`config.mk`:
```
export PLATFORM = sky130hd
export DESIGN_NAME = fetch_unit
export DESIGN_NICKNAME = d
export VERILOG_FILES = /design/src/rtl/fetch_unit.sv
export SDC_FILE = /design/constraint.sdc
export NUM_CORES = 1
export LEC_CHECK = 0
export CAP_MARGIN = 20
export CORE_MARGIN = 3
export CORE_UTILIZATION = 47
export CTS_CLUSTER_DIAMETER = 40
export DETAILED_ROUTE_END_ITERATION = 8
export PLACE_DENSITY = 0.82
export SLEW_MARGIN = 15
export SYNTH_ARGS = -nofsm -noshare
export SYNTH_HDL_FRONTEND = slang
export SYNTH_SLANG_ARGS = --single-unit
export TNS_END_PERCENT = 1
```
`constraint.sdc`:
```
create_clock -name clk -period 3.5 [get_ports clk]
set_input_delay 0.875 -clock clk [delete_from_list [all_inputs] [get_ports clk]]
set_output_delay 0.875 -clock clk [all_outputs]
set_load 0.02 [all_outputs]
```
`src/rtl/fetch_unit.sv`:
```
// +--------------------------------------------------------------------------+
// | Module      : fetch_unit                                                 |
// | Description : RISC-V instruction-fetch stage. Owns PC_F, issues one      |
// |               outstanding request at a time to a variable-latency        |
// |               instruction memory and drives the F-D pipeline register.   |
// |               Optional macro FETCH_PERF_EN adds fetched/dropped counters.|
// | Revision    : 1.0 - initial release                                      |
// +--------------------------------------------------------------------------+
`default_nettype none

module fetch_unit #(
    parameter logic [31:0] RESET_PC  = 32'h0000_0000,
    parameter logic [31:0] NOP_INSTR = 32'h0000_0013
) (
    input  logic        clk,
    input  logic        reset,
    input  logic        stall_f,
    input  logic        stall_d,
    input  logic        flush_d,
    input  logic        pc_src_x,
    input  logic [31:0] pc_target_x,
    output logic        imem_req,
    output logic [31:0] imem_addr,
    input  logic        imem_rvalid,
    input  logic [31:0] imem_rdata,
    output logic [31:0] instr_d,
    output logic [31:0] pc_d,
    output logic [31:0] pc_plus4_d,
    output logic        valid_d,
    output logic [31:0] perf_fetched,
    output logic [31:0] perf_dropped
);

    localparam logic [1:0] S_IDLE = 2'd0;
    localparam logic [1:0] S_WAIT = 2'd1;
    localparam logic [1:0] S_HELD = 2'd2;
    localparam logic [1:0] S_DROP = 2'd3;

    logic [1:0]  r_state;
    logic [31:0] r_pc_f;
    logic [31:0] r_hold;
    logic [31:0] r_instr_d;
    logic [31:0] r_pc_d;
    logic [31:0] r_pc_plus4_d;
    logic        r_valid_d;

    logic [1:0]  w_next_state;
    logic [31:0] w_pc_f_next;
    logic [31:0] w_pc_plus4;
    logic        w_req;
    logic [31:0] w_addr;
    logic        w_deliver;
    logic [31:0] w_deliver_instr;
    logic        w_capture;

    assign w_pc_plus4 = r_pc_f + 32'd4;

    always_comb begin
        w_next_state    = r_state;
        w_pc_f_next     = r_pc_f;
        w_req           = 1'b0;
        w_addr          = r_pc_f;
        w_deliver       = 1'b0;
        w_deliver_instr = imem_rdata;
        w_capture       = 1'b0;
        if (pc_src_x) begin
            // Redirect wins everywhere; an in-flight response must still drain.
            w_pc_f_next = pc_target_x;
            case (r_state)
                S_WAIT, S_DROP: w_next_state = imem_rvalid ? S_IDLE : S_DROP;
                default:        w_next_state = S_IDLE;
            endcase
        end else begin
            case (r_state)
                S_IDLE: begin
                    if (!stall_f) begin
                        w_req        = 1'b1;
                        w_next_state = S_WAIT;
                    end
                end
                S_WAIT: begin
                    if (imem_rvalid) begin
                        if (!stall_d) begin
                            w_deliver   = 1'b1;
                            w_pc_f_next = w_pc_plus4;
                            if (!stall_f) begin
                                w_req  = 1'b1;
                                w_addr = w_pc_plus4;
                            end else begin
                                w_next_state = S_IDLE;
                            end
                        end else begin
                            w_capture    = 1'b1;
                            w_next_state = S_HELD;
                        end
                    end
                end
                S_HELD: begin
                    if (!stall_d) begin
                        w_deliver       = 1'b1;
                        w_deliver_instr = r_hold;
                        w_pc_f_next     = w_pc_plus4;
                        w_next_state    = S_IDLE;
                    end
                end
                S_DROP: begin
                    if (imem_rvalid) begin
                        w_next_state = S_IDLE;
                    end
                end
                default: w_next_state = S_IDLE;
            endcase
        end
    end

    always_ff @(posedge clk) begin
        if (reset) begin
            r_state <= S_IDLE;
            r_pc_f  <= RESET_PC;
            r_hold  <= 32'd0;
        end else begin
            r_state <= w_next_state;
            r_pc_f  <= w_pc_f_next;
            if (w_capture) begin
                r_hold <= imem_rdata;
            end
        end
    end

    always_ff @(posedge clk) begin
        if (reset) begin
            r_instr_d    <= NOP_INSTR;
            r_pc_d       <= 32'd0;
            r_pc_plus4_d <= 32'd0;
            r_valid_d    <= 1'b0;
        end else if (flush_d) begin
            r_instr_d <= NOP_INSTR;
            r_valid_d <= 1'b0;
        end else if (stall_d) begin
            r_instr_d <= r_instr_d;
        end else if (w_deliver) begin
            r_instr_d    <= w_deliver_instr;
            r_pc_d       <= r_pc_f;
            r_pc_plus4_d <= w_pc_plus4;
            r_valid_d    <= 1'b1;
        end else begin
            r_instr_d <= NOP_INSTR;
            r_valid_d <= 1'b0;
        end
    end

`ifdef FETCH_PERF_EN
    logic [31:0] r_perf_fetched;
    logic [31:0] r_perf_dropped;
    logic        w_drop;

    // A response is discarded if it lands in DROP or coincides with a redirect.
    assign w_drop = imem_rvalid && ((r_state == S_DROP) || ((r_state == S_WAIT) && pc_src_x));

    always_ff @(posedge clk) begin
        if (reset) begin
            r_perf_fetched <= 32'd0;
            r_perf_dropped <= 32'd0;
        end else begin
            if (w_deliver && !flush_d) begin
                r_perf_fetched <= r_perf_fetched + 32'd1;
            end
            if (w_drop) begin
                r_perf_dropped <= r_perf_dropped + 32'd1;
            end
        end
    end

    assign perf_fetched = r_perf_fetched;
    assign perf_dropped = r_perf_dropped;
`else
    assign perf_fetched = 32'd0;
    assign perf_dropped = 32'd0;
`endif

    assign imem_req   = w_req && !reset;
    assign imem_addr  = w_addr;
    assign instr_d    = r_instr_d;
    assign pc_d       = r_pc_d;
    assign pc_plus4_d = r_pc_plus4_d;
    assign valid_d    = r_valid_d;

endmodule

`default_nettype wire

```
# Word-level counts from Yosys, hierarchy flattened
# Cells that the tools add are included.
# W data, S select, Z words.
# op_classes
addsub,1
mul,0
n_div,0
magnitude_cmp,0
n_eq_ne,8
shift,0
mux,36
bitwise,2
n_reduce_logical,9
# ops
operator,n
$mux W32,11
$pmux W32 S2,1
$add A32 B3 Y32 const B,1
$mux W2,9
$mux W1,12
$ne A3 B3 Y1 const B,4
$pmux W2 S4,1
$reduce_and A5 Y1,1
$eq A2 B2 Y1 const B,2
$ne A4 B4 Y1 const B,1
$pmux W1 S2,2
$reduce_or A2 Y1,2
$reduce_and A3 Y1,1
$reduce_bool A3 Y1,1
$eq A2 B1 Y1 const B,1
$logic_not A2 Y1,1
$not A1 Y1,2
$reduce_and A2 Y1,1
$logic_and A1 B1 Y1,1
$logic_not A1 Y1,1
# word_totals
ff_bits,163
latch_bits,0
ramBits,0
rom_bits,0
in_bits,71
out_inout_bits,194
word_cells,63
mem_count,0

# Logic depth before layout (Yosys ltp)
# depth
depth_word,6
depth_mapped,9
ltp_nobuf,7

# Worst setup path after synthesis
# OpenSTA, ideal clock, no wires.
# synth_path
path_kind,input -> output
from,input stall_d
to,output imem_addr[12]
arrival_ns,2.502
required_time_ns,2.625
setup_slack_ns,0.123
cell_stages,6
path_buffers,3
path_cell_list,clkbuf_1 or4_1 clkbuf_1 clkbuf_1 nor2_1 xor2_1
# synth_between
elab_chain_len,4
# synth_lines
element,line_no,rtl
"start, declared",18,"input logic stall_d,"
$mux W32,83,if (!stall_d) begin
$mux W32,82,if (imem_rvalid) begin
$mux W32,74,case (r_state)
$mux W32,66,if (pc_src_x) begin
"end, declared",23,"output logic [31:0] imem_addr,"
# No other way between the ends.

# Worst setup path in the final report
# layout_path
from,input imem_rvalid
to,output imem_addr[5]
# layout_between
elab_chain_len,3
# layout_lines
element,line_no,rtl
"start, declared",24,"input logic imem_rvalid,"
$mux W32,82,
$mux W32,74,
$mux W32,66,
# No other way between the ends.

==> impl_metrics.prom <==
# TYPE chip_impl_metric gauge
chip_impl_info{name="run_status",value="finished, violations left"} 1
chip_impl_info{name="failed_checks",value="setup timing"} 1
chip_impl_metric{name="via_count_of_the_first_global_routing_pass",unit=""} 7384
chip_impl_metric{name="area_grow_syn2layout",unit="%"} 34.5
chip_impl_metric{name="cts_clk_pin_slew_worst_paths",unit="ps"} 60
chip_impl_metric{name="worst_slew_margin_rel",unit="%"} 51.8
chip_impl_info{name="r2r-start",value="r_pc_f[2]"} 1
chip_impl_metric{name="mappedNetlistArea",unit="sq um"} 8040
chip_impl_info{name="grt_setup_unrepaired",value="true"} 1
chip_impl_metric{name="finalHoldViolCount",unit=""} 0
chip_impl_metric{name="max_clock_freq",unit="MHz"} 283
chip_impl_metric{name="timing.clock.skew",unit="ps"} 9.09
chip_impl_metric{name="grt_overflow",unit=""} 0
chip_impl_metric{name="final_core_utilization",unit="%"} 65.0
chip_impl_metric{name="r2r_slack",unit="ps"} 800
chip_impl_metric{name="place.gp.congestion",unit=""} 0.890
chip_impl_metric{name="setup-violations-final",unit=""} 7
chip_impl_info{name="ys_top_cells_by_count",value="sky130_fd_sc_hd__nand2_1 (221), sky130_fd_sc_hd__dfxtp_1 (161), sky130_fd_sc_hd__a21oi_1 (130), sky130_fd_sc_hd__nor2_1 (119), sky130_fd_sc_hd__buf_4 (72)"} 1
chip_impl_metric{name="placed_area",unit="sq um"} 10200
chip_impl_metric{name="power_leakage",unit="nW"} 3.99
chip_impl_metric{name="insertion_delay",unit="ps"} 420
chip_impl_metric{name="largest_net_degree_at_the_start_of_global_routing",unit=""} 90
chip_impl_info{name="rr_endpoint",value="r_pc_f[30]"} 1
chip_impl_metric{name="ir_drop",unit="V"} 0.000335
chip_impl_metric{name="vias_per_cell",unit=""} 5.34
chip_impl_info{name="most_frequently_used_cell_type_in_the_post_synthesis_netlist",value="sky130_fd_sc_hd__nand2_1"} 1
chip_impl_metric{name="ff2ff_path_depth",unit=""} 8
chip_impl_metric{name="finalSetupTns",unit="ps"} -123
chip_impl_metric{name="port_bufs",unit=""} 200
chip_impl_metric{name="yosysWarningCount",unit=""} 0
chip_impl_metric{name="ant_nets",unit=""} 0
chip_impl_metric{name="routed_wl",unit="um"} 24100
chip_impl_metric{name="grt_first_pass_wirelength",unit="um"} 37700
chip_impl_metric{name="groute.usage.overall",unit="%"} 25.2
chip_impl_info{name="netlist.top_cell.by_area",value="sky130_fd_sc_hd__dfxtp_1"} 1
chip_impl_metric{name="avgSynthCellArea",unit="sq um"} 7.61
chip_impl_info{name="setup.worst_path.class",value="primary input to output port"} 1
chip_impl_metric{name="pin_count",unit=""} 265
chip_impl_metric{name="number_of_vias_in_the_routed_layout",unit=""} 7910
chip_impl_metric{name="synthesis.instances",unit=""} 1057
chip_impl_metric{name="pwr_density_cell",unit="nW/um^2"} 410
chip_impl_metric{name="timing.final.crit_period",unit="ps"} 3540
chip_impl_metric{name="slew_viol_final",unit=""} 0
chip_impl_metric{name="htree_num_levels",unit=""} 4
chip_impl_info{name="hold_start",value="pc_d[14]"} 1
chip_impl_metric{name="synth-edff-count",unit=""} 0
chip_impl_metric{name="design.die.area",unit="sq um"} 18700
chip_impl_metric{name="timing.final.ws_setup",unit="ps"} -38.6
chip_impl_metric{name="layout.cell_area.non_filler",unit="sq um"} 10800
chip_impl_metric{name="critPathArrivalTime",unit="ps"} 2660
chip_impl_info{name="worstSetupEndpointType",value="output port"} 1
chip_impl_metric{name="cts_buffers",unit=""} 17
chip_impl_metric{name="clock_path_buffers",unit=""} 2
chip_impl_metric{name="timing.hold.worst_path_depth",unit=""} 2
chip_impl_metric{name="floorplan.die.height",unit="um"} 137
chip_impl_metric{name="max_cap_violations",unit=""} 0
chip_impl_metric{name="fp-row-count",unit=""} 47
chip_impl_metric{name="detailedRoute.firstIterationViolations",unit=""} 701
chip_impl_info{name="clock-root-buffer",value="sky130_fd_sc_hd__clkbuf_16"} 1
chip_impl_metric{name="die_w",unit="um"} 137
chip_impl_metric{name="initial_utilization",unit="%"} 48.3
chip_impl_metric{name="clock_sink_count",unit=""} 161
chip_impl_metric{name="cp_max_fo",unit=""} 12
chip_impl_metric{name="grt_antenna_before_repair",unit=""} 1
chip_impl_info{name="synthTopCellsByArea",value="sky130_fd_sc_hd__dfxtp_1 (40%), sky130_fd_sc_hd__nand2_1 (10%), sky130_fd_sc_hd__a21oi_1 (8.1%)"} 1
chip_impl_metric{name="final_layout_size_suffix_gt1_share",unit="%"} 12.5
chip_impl_info{name="holdPathEnd",value="pc_d[14]"} 1
chip_impl_metric{name="drtPass1Iterations",unit=""} 5
chip_impl_metric{name="cts_hold_buffers",unit=""} 0
chip_impl_metric{name="fill_cells",unit=""} 1438
chip_impl_metric{name="core_area",unit="sq um"} 16600
chip_impl_metric{name="synth_sequential_area_ratio",unit="%"} 40.1
chip_impl_metric{name="yosys_register_bits",unit=""} 161
chip_impl_info{name="ys.flop_type",value="sky130_fd_sc_hd__dfxtp_1"} 1
chip_impl_info{name="worst_setup_path_start_kind",value="primary input"} 1
chip_impl_info{name="tritoncts",value="built"} 1
chip_impl_info{name="hold_class",value="flop to flop"} 1
chip_impl_metric{name="synth_cell_types",unit=""} 47
chip_impl_metric{name="nNetsFinal",unit=""} 1323
chip_impl_metric{name="crit_share_post_route",unit="%"} 101
chip_impl_metric{name="drc",unit=""} 0
chip_impl_metric{name="post-dp-hpwl",unit="um"} 16800
chip_impl_metric{name="required",unit="ps"} 2620
chip_impl_metric{name="synth_largest_type_area_fraction",unit="%"} 40.1
chip_impl_metric{name="max_slew.worst_pin.slew",unit="ps"} 724
chip_impl_metric{name="synth-async-reset-ratio",unit="%"} 0
chip_impl_metric{name="routed_length_per_placed_instance",unit="um"} 16.3
[layout by cell type (no fill, tap or decap), types with 3 or more instances in the layout]
master,count
sky130_fd_sc_hd__a2111oi_0,4
sky130_fd_sc_hd__a211oi_1,48
sky130_fd_sc_hd__a21oi_1,130
sky130_fd_sc_hd__a311oi_1,15
sky130_fd_sc_hd__and2_1,3
sky130_fd_sc_hd__and3_1,3
sky130_fd_sc_hd__and4_1,7
sky130_fd_sc_hd__buf_2,5
sky130_fd_sc_hd__buf_4,87
sky130_fd_sc_hd__clkbuf_16,17
sky130_fd_sc_hd__clkbuf_8,3
sky130_fd_sc_hd__clkdlybuf4s15_1,3
sky130_fd_sc_hd__clkdlybuf4s50_1,167
sky130_fd_sc_hd__conb_1,64
sky130_fd_sc_hd__dfxtp_1,161
sky130_fd_sc_hd__ha_1,5
sky130_fd_sc_hd__inv_1,7
sky130_fd_sc_hd__inv_6,4
sky130_fd_sc_hd__mux2i_1,4
sky130_fd_sc_hd__nand2_1,220
sky130_fd_sc_hd__nand2b_1,4
sky130_fd_sc_hd__nand3_1,18
sky130_fd_sc_hd__nand4_1,8
sky130_fd_sc_hd__nor2_1,111
sky130_fd_sc_hd__nor2_2,6
sky130_fd_sc_hd__nor3_1,16
sky130_fd_sc_hd__nor3_2,3
sky130_fd_sc_hd__nor4_1,5
sky130_fd_sc_hd__o21ai_0,7
sky130_fd_sc_hd__o21bai_1,8
sky130_fd_sc_hd__o22ai_1,3
sky130_fd_sc_hd__or2_2,3
sky130_fd_sc_hd__or3_1,7
sky130_fd_sc_hd__xnor2_1,33
sky130_fd_sc_hd__xor2_1,32
[timing repair]
| action | in CTS | in global routing |
|---|---|---|
| endpoints found under the setup margin | 31 | 29 |
| hold endpoints to repair | 0 | 0 |
| cloned | 0 | 0 |
| gates resized for setup | 147 | 18 |
| pin swaps | 3 | 5 |
| buffers inserted | 1 | 0 |
[through the flow]
stage                     cells  power, mW  setup slack (ps)  hold WS (ps)
final                      1482       4.44             -38.6           453
after global routing       1482       4.60              -109           470
after CTS                  1480       4.45             -64.9           454
after detailed placement   1447       2.56              -629           446
after global placement     1447       2.55              -540           441
after floorplan            1120       2.35               123           437
[report_power, final]
group	switching, mW	internal [mW]
Clock	0.794	1.12
Combinational	0.371	0.246
Sequential	0.0314	1.87
[worst max-delay path, stage by stage]
cell,delay [ps]
sky130_fd_sc_hd__clkdlybuf4s50_1,480
sky130_fd_sc_hd__nand2_1,80
sky130_fd_sc_hd__or4_4,430
sky130_fd_sc_hd__buf_8,170
sky130_fd_sc_hd__buf_6,160
sky130_fd_sc_hd__nor2_1,140
sky130_fd_sc_hd__xor2_1,160
sky130_fd_sc_hd__buf_4,160
[cell type report]
type / count / area [sq um] / area share (%)
tap: 220 / 275 / 2.55
sequential: 161 / 3220 / 29.8
clock buffer: 20 / 467 / 4.32
clock inverter: 12 / 144 / 1.33
multi-input combinational: 790 / 4210 / 38.9
timing repair buffer: 269 / 2460 / 22.8
inverter: 8 / 30.0 / 0.278
antenna: 2 / 5.00 / 0.0463
[flip-flops by register name (all words and copies together), names as in the netlist]
| signal | count |
|---|---|
| r_state | 2 |
| r_pc_f | 32 |
| r_hold | 32 |
| pc_plus4_d | 30 |
| pc_d | 32 |
| valid_d | 1 |
| instr_d | 32 |
[per-layer routing]
| layer | global-route usage [%] | wire length [um] | part of all wire [%] |
|---|---|---|---|
| met3 | 6.51 | 2070 | 8.6 |
| met2 | 40.6 | 11500 | 48 |
| met4 | 10.6 | 780 | 3.2 |
| met5 | 0 | 0 | 0 |
| met1 | 32.0 | 9710 | 40 |
[how the worst max path moves through the flow]
stage	startpoint	end	slack, ps	depth (start not counted)
2_1_floorplan	stall_d	imem_addr[12]	120	6
3_3_place_gp	stall_d	imem_addr[30]	-540	7
3_5_place_dp	stall_d	imem_addr[20]	-630	6
4_1_cts	stall_d	imem_addr[17]	-60	8
5_1_grt	imem_rvalid	imem_addr[5]	-110	8
6_report	imem_rvalid	imem_addr[5]	-40	8
[logic make-up after synthesis]
family | Yosys count | synth area share (%)
buffers and inverters | 169 | 11.6
xor gates and xnor gates | 66 | 7.19
adders and majority gates | 5 | 0.778
other | 1 | 0.0466
DFF | 161 | 40.1
and+or+nand+nor | 430 | 23.1
muxes | 4 | 0.498
AOI/OAI and AO/OA | 221 | 16.6
No activity file was read; power rests on OpenSTA's default activity.
